<file path="config.mk">
export PLATFORM = sky130hd
export DESIGN_NAME = program_counter_register
export DESIGN_NICKNAME = d
export VERILOG_FILES = /design/src/rtl/program_counter_register.sv
export SDC_FILE = /design/constraint.sdc
export NUM_CORES = 1
export LEC_CHECK = 0
export ABC_AREA = 1
export CORE_MARGIN = 2
export CORE_UTILIZATION = 53
export CTS_CLUSTER_SIZE = 40
export DETAILED_ROUTE_END_ITERATION = 7
export PLACE_DENSITY_LB_ADDON = 0.25
export SLEW_MARGIN = 20
export SYNTH_ARGS = -nofsm -noshare
export SYNTH_HDL_FRONTEND = slang
export SYNTH_SLANG_ARGS = --single-unit
</file>
<file path="constraint.sdc">
create_clock -name clk -period 2.5 [get_ports clk]
set_input_delay 0.375 -clock clk [delete_from_list [all_inputs] [get_ports clk]]
set_output_delay 0.375 -clock clk [all_outputs]
set_load 0.03 [all_outputs]
</file>
<file path="src/rtl/program_counter_register.sv">
// -----------------------------------------------------------------------------
// program_counter_register
//
// Architectural 16-bit program counter (PCH:PCL) for the 8-bit CPU datapath.
// It takes byte loads from the internal data bus, sequential increments and
// signed 8-bit relative branches. A branch that crosses a page updates PCL
// first and then spends one extra cycle (FIX_HIGH) adjusting PCH by +/-1.
//
// Ports:
//   clk           in   1  system clock, rising-edge updates
//   nrst          in   1  asynchronous active-low reset
//   data_in       in   8  byte from the internal data bus for loads
//   load_low      in   1  write data_in into PCL
//   load_high     in   1  write data_in into PCH
//   increment     in   1  PC <= PC + 1 (16-bit, wraps)
//   branch_valid  in   1  start relative branch by branch_offset
//   branch_offset in   8  signed two's-complement displacement
//   pc_low        out  8  current PCL
//   pc_high       out  8  current PCH
//   busy          out  1  high during the PCH fix-up cycle (decoder stalls)
//   page_cross    out  1  combinational pulse in a page-crossing branch cycle
//
// Configuration macro:
//   PC_RESET_VECTOR_EN  defined   -> reset PC = 0xFFFC (reset-vector fetch)
//                       undefined -> reset PC = 0x0000
// -----------------------------------------------------------------------------
module program_counter_register (
  input  logic       clk,
  input  logic       nrst,
  input  logic [7:0] data_in,
  input  logic       load_low,
  input  logic       load_high,
  input  logic       increment,
  input  logic       branch_valid,
  input  logic [7:0] branch_offset,
  output logic [7:0] pc_low,
  output logic [7:0] pc_high,
  output logic       busy,
  output logic       page_cross
);

`ifdef PC_RESET_VECTOR_EN
  localparam logic [7:0] RESET_PCL = 8'hFC;
  localparam logic [7:0] RESET_PCH = 8'hFF;
`else
  localparam logic [7:0] RESET_PCL = 8'h00;
  localparam logic [7:0] RESET_PCH = 8'h00;
`endif

  typedef enum logic [0:0] {
    IDLE     = 1'b0,
    FIX_HIGH = 1'b1
  } state_t;

  // A branch crosses a page when the 9-bit unsigned add of PCL and the raw
  // offset byte disagrees with the offset sign: a forward branch that carries
  // out, or a backward branch that does not.
  function automatic logic crosses_page(input logic [7:0] offset,
                                        input logic       carry);
    crosses_page = offset[7] ? ~carry : carry;
  endfunction

  // 16-bit increment across both PC bytes; 0xFFFF wraps to 0x0000.
  function automatic logic [15:0] pc_plus_one(input logic [7:0] hi,
                                              input logic [7:0] lo);
    pc_plus_one = {hi, lo} + 16'd1;
  endfunction

  state_t     state_r;
  state_t     state_next_s;
  logic [7:0] pcl_r;
  logic [7:0] pch_r;
  logic       adj_down_r;       // 1: FIX_HIGH decrements PCH, 0: increments
  logic [7:0] pcl_next_s;
  logic [7:0] pch_next_s;
  logic       adj_down_next_s;
  logic [8:0] branch_sum_s;
  logic       any_load_s;
  logic       cross_s;
  logic [15:0] inc_pc_s;

  assign branch_sum_s = {1'b0, pcl_r} + {1'b0, branch_offset};
  assign any_load_s   = load_low | load_high;
  assign cross_s      = crosses_page(branch_offset, branch_sum_s[8]);
  assign inc_pc_s     = pc_plus_one(pch_r, pcl_r);

  // State and PC registers; reset aborts any pending PCH fix-up.
  always_ff @(posedge clk or negedge nrst) begin
    if (!nrst) begin
      state_r    <= IDLE;
      pcl_r      <= RESET_PCL;
      pch_r      <= RESET_PCH;
      adj_down_r <= 1'b0;
    end else begin
      state_r    <= state_next_s;
      pcl_r      <= pcl_next_s;
      pch_r      <= pch_next_s;
      adj_down_r <= adj_down_next_s;
    end
  end

  // Next-state logic: only a page-crossing branch leaves IDLE.
  always_comb begin
    state_next_s = state_r;
    case (state_r)
      IDLE: begin
        if (!any_load_s && branch_valid && cross_s) begin
          state_next_s = FIX_HIGH;
        end else begin
          state_next_s = IDLE;
        end
      end
      FIX_HIGH: state_next_s = IDLE;
      default:  state_next_s = IDLE;
    endcase
  end

  // PC datapath: loads beat branch, branch beats increment; FIX_HIGH ignores
  // all commands and only adjusts PCH.
  always_comb begin
    pcl_next_s      = pcl_r;
    pch_next_s      = pch_r;
    adj_down_next_s = adj_down_r;
    case (state_r)
      IDLE: begin
        if (any_load_s) begin
          if (load_low) begin
            pcl_next_s = data_in;
          end else begin
            pcl_next_s = pcl_r;
          end
          if (load_high) begin
            pch_next_s = data_in;
          end else begin
            pch_next_s = pch_r;
          end
        end else if (branch_valid) begin
          pcl_next_s = branch_sum_s[7:0];
          if (cross_s) begin
            adj_down_next_s = branch_offset[7];
          end else begin
            adj_down_next_s = adj_down_r;
          end
        end else if (increment) begin
          pch_next_s = inc_pc_s[15:8];
          pcl_next_s = inc_pc_s[7:0];
        end else begin
          pcl_next_s = pcl_r;
          pch_next_s = pch_r;
        end
      end
      FIX_HIGH: begin
        if (adj_down_r) begin
          pch_next_s = pch_r - 8'd1;
        end else begin
          pch_next_s = pch_r + 8'd1;
        end
      end
      default: begin
        pcl_next_s = pcl_r;
        pch_next_s = pch_r;
      end
    endcase
  end

  // Outputs: busy decodes the registered state; page_cross is the
  // combinational crossing flag qualified by an active IDLE branch.
  always_comb begin
    busy       = 1'b0;
    page_cross = 1'b0;
    case (state_r)
      IDLE: begin
        busy = 1'b0;
        if (branch_valid && !any_load_s) begin
          page_cross = cross_s;
        end else begin
          page_cross = 1'b0;
        end
      end
      FIX_HIGH: begin
        busy       = 1'b1;
        page_cross = 1'b0;
      end
      default: begin
        busy       = 1'b0;
        page_cross = 1'b0;
      end
    endcase
  end

  assign pc_low  = pcl_r;
  assign pc_high = pch_r;

endmodule

</file>
==> impl_metrics.py <==
metrics = {
    "timing": {
        "setup_viol": 0,
        "final.setup.worst_slack_ps": 22.3,
        "fmax_ghz": 0.404,
        "tightest_slew_ps": 433,
        "hold_viol": 0,
        "rsz0062_at_grt": "yes",
        "fin_tns_setup_ps": 0,
        "fin_crit_ps": 2480,
        "skew_ps": 2.33,
        "worst_hold_slack_ps": 448,
        "max_slew_margin": 0.711,
        "period_share": 0.991,
        "slew_violations": 0,
    },
    "finish": {
        "fin_nets": 435,
        "final_cell_mix": "97 x nand2_1, 43 x inv_1, 33 x clkdlybuf4s50_1",
        "layout-drive-gt1-share": 0.157,
        "diodes": 0,
        "area_growth_pct": 37.4,
        "stdcell_area_um2": 2800,
        "finalNonFillerCells": 443,
        "layout_commonest_cell": "nand2_1",
    },
    "clock_tree": {
        "clkSinkCount": 18,
        "clk_pin_slew_worst_paths_ps": 70,
        "numCtsBuffers": 3,
        "clk_path_buf_depth": 2,
        "cts_tree": "yes",
        "cts_max_level": 1,
        "clock_latency_ps": 260,
        "cts_root_buf": "clkbuf_8",
    },
    "floorplanning": {
        "design.core.area_um2": 3690,
        "chipHeight_um": 66.1,
        "io_pins": 40,
        "die_area_um2": 4360,
        "rows": 22,
        "start_util": 0.553,
        "die_w_um": 66.1,
    },
    "yosys": {
        "ys_types": 30,
        "synth.cell_area_um2": 2040,
        "syn_area_per_cell_um2": 6.11,
        "synthCells": 334,
        "ys_ff_latch": 18,
        "postSynthNetCount": 373,
        "synth_edf_count": 0,
        "ys.flop_type": "dfrtp_1",
        "yosys_warnings": 0,
        "synthArstFlopShare": 1.00,
        "seq_area_frac_synth": 0.221,
    },
    "pwr": {
        "intPower_mw": 0.969,
        "p_leak_nw": 1.45,
        "vdd_ir_drop_max_uv": 404,
        "sw_frac_of_total": 0.474,
        "power_density_nw_per_um2": 656,
        "p_seq_frac": 0.254,
        "combPwrFrac": 0.608,
        "clkPwrFrac": 0.137,
        "power.switching_mw": 0.871,
    },
    "critical_path": {
        "crit_chain": "ha_4 -> nand2_1 -> inv_1 -> nand2_2 -> nand3_2 -> buf_4 -> buf_4 -> buf_4 -> buf_4 -> buf_4 -> buf_4 -> buf_4 -> nand2_1 -> nand3_1 -> nand2_1 -> nand2_1 -> a21oi_2",
        "critPathKind": "reg2reg",
        "critical-path-top-delay-family": "buffers and inverters",
        "slowest_delay_ps": 480,
        "cp-start-kind": "flip-flop",
        "critPathRequiredTime_ps": 2700,
        "arrival_ps": 2670,
        "path_buf_inv": 8,
        "critPathSlowestCell": "dfrtp_1",
        "worstSetupEndpointType": "flip-flop",
        "worstPathMaxFanout": 6,
        "worst_path_most_repeated_cell": "buf_4",
    },
    "drt": {
        "dr.pass1.iters": 5,
        "ant_nets": 0,
        "dr_total_vias": 2547,
        "avgViaCountPerCell": 5.75,
        "drc": 0,
        "totalWireLength_um": 6300,
        "wire_per_inst_um": 14.2,
        "drtIter0Drc": 185,
    },
    "run": {
        "cap_viol_max_count": 0,
    },
    "placement": {
        "dp_cells": 424,
        "place.gp.congestion": 0.921,
        "io_buffers": 39,
        "place_area_um2": 2520,
        "dp_hpwl_um": 4330,
        "post-place-ws_ps": -170,
    },
    "grt": {
        "grt_max_degree": 19,
        "antenna_found_initial": 0,
        "grt_pass1_wl_um": 10400,
        "track_usage": 0.303,
        "gr-total-overflow": 0,
        "grt_pass1_vias": 2274,
    },
    "status": {
        "outcome": "complete, no violations",
    },
    "hold_path": {
        "hold_path_class": "in2async",
    },
}
registers in the layout (all words and copies together), names as in the netlist:
signal / flops
pc_low: 8
pc_high: 8
state_r: 1
adj_down_r: 1
synthesized netlist by cell type (4+ instances only):
library cell / number / share of area
o211ai_1: 4 / 0.015
nand4_1: 5 / 0.015
dfrtp_1: 18 / 0.22
nand2_1: 100 / 0.18
a21oi_1: 27 / 0.066
inv_1: 46 / 0.085
nand3_1: 34 / 0.083
nor2_1: 32 / 0.059
o21ai_0: 14 / 0.034
ha_1: 15 / 0.092
buf_2: 5 / 0.012
power by group through the flow:
stage	Combinational [mW]	Sequential, mW	Clock (mW)
2_1_floorplan	0.590	0.528	0
3_3_place_gp	0.941	0.458	0
3_5_place_dp	0.966	0.460	0
4_1_cts	1.04	0.455	0.255
5_1_grt	1.24	0.479	0.263
6_report	1.12	0.467	0.253
per-layer routing:
metal / global-route usage / vias to the layer above / part of all wire / wire length (um)
li1: - / 1209 / - / -
met1: 0.403 / 1181 / 0.43 / 2690
met2: 0.518 / 141 / 0.46 / 2920
met3: 0.0494 / 16 / 0.089 / 561
met4: 0.0663 / 0 / 0.020 / 123
met5: 0 / - / 0 / 0
layout make-up:
cell class,count,area [um^2]
clock buffers,4,55.1
fillers,294,885
inverters,49,184
multi-input cells,262,1480
flip-flops and latches,18,455
well taps,48,60.1
repair buffers,62,573
cell families (layout without fill, tap and decap cells):
| family | count (synthesis) | after routing | share of synthesized area |
|---|---|---|---|
| simple gates | 188 | 188 | 0.402 |
| buf+inv | 54 | 115 | 0.102 |
| compound gates | 53 | 53 | 0.146 |
| flops | 18 | 18 | 0.221 |
| fa+ha+maj | 17 | 17 | 0.112 |
| xor+xnor | 4 | 4 | 0.0172 |
timing repair:
action                     CTS  global route
resized for setup           12            16
pin swaps                    4             1
hold buffers                 0             0
buffers inserted            13             2
setup endpoints to repair    1             2
through the flow:
stage,utilization,power [mW]
floorplan,-,1.12
global placement,0.684,1.40
detailed placement,0.684,1.43
CTS,0.733,1.75
global route,0.760,1.98
finish,0.760,1.84
path summary, 6_finish.rpt:
check | startpoint | to | slack, ps | depth (start not counted)
max in group asynchronous | nrst | pc_low[3] | 1820 | 2
worst max register to register | pc_low[5] | pc_low[6] | 20 | 17
worst max-delay path | pc_low[5] | pc_low[6] | 20 | 17
min in group clk | pc_high[3] | pc_high[3] | 620 | 2
worst min-delay path | nrst | pc_low[5] | 450 | 2
worst min register to register | pc_high[3] | pc_high[3] | 620 | 2
Note: power is estimated with default switching activity, not from simulation.
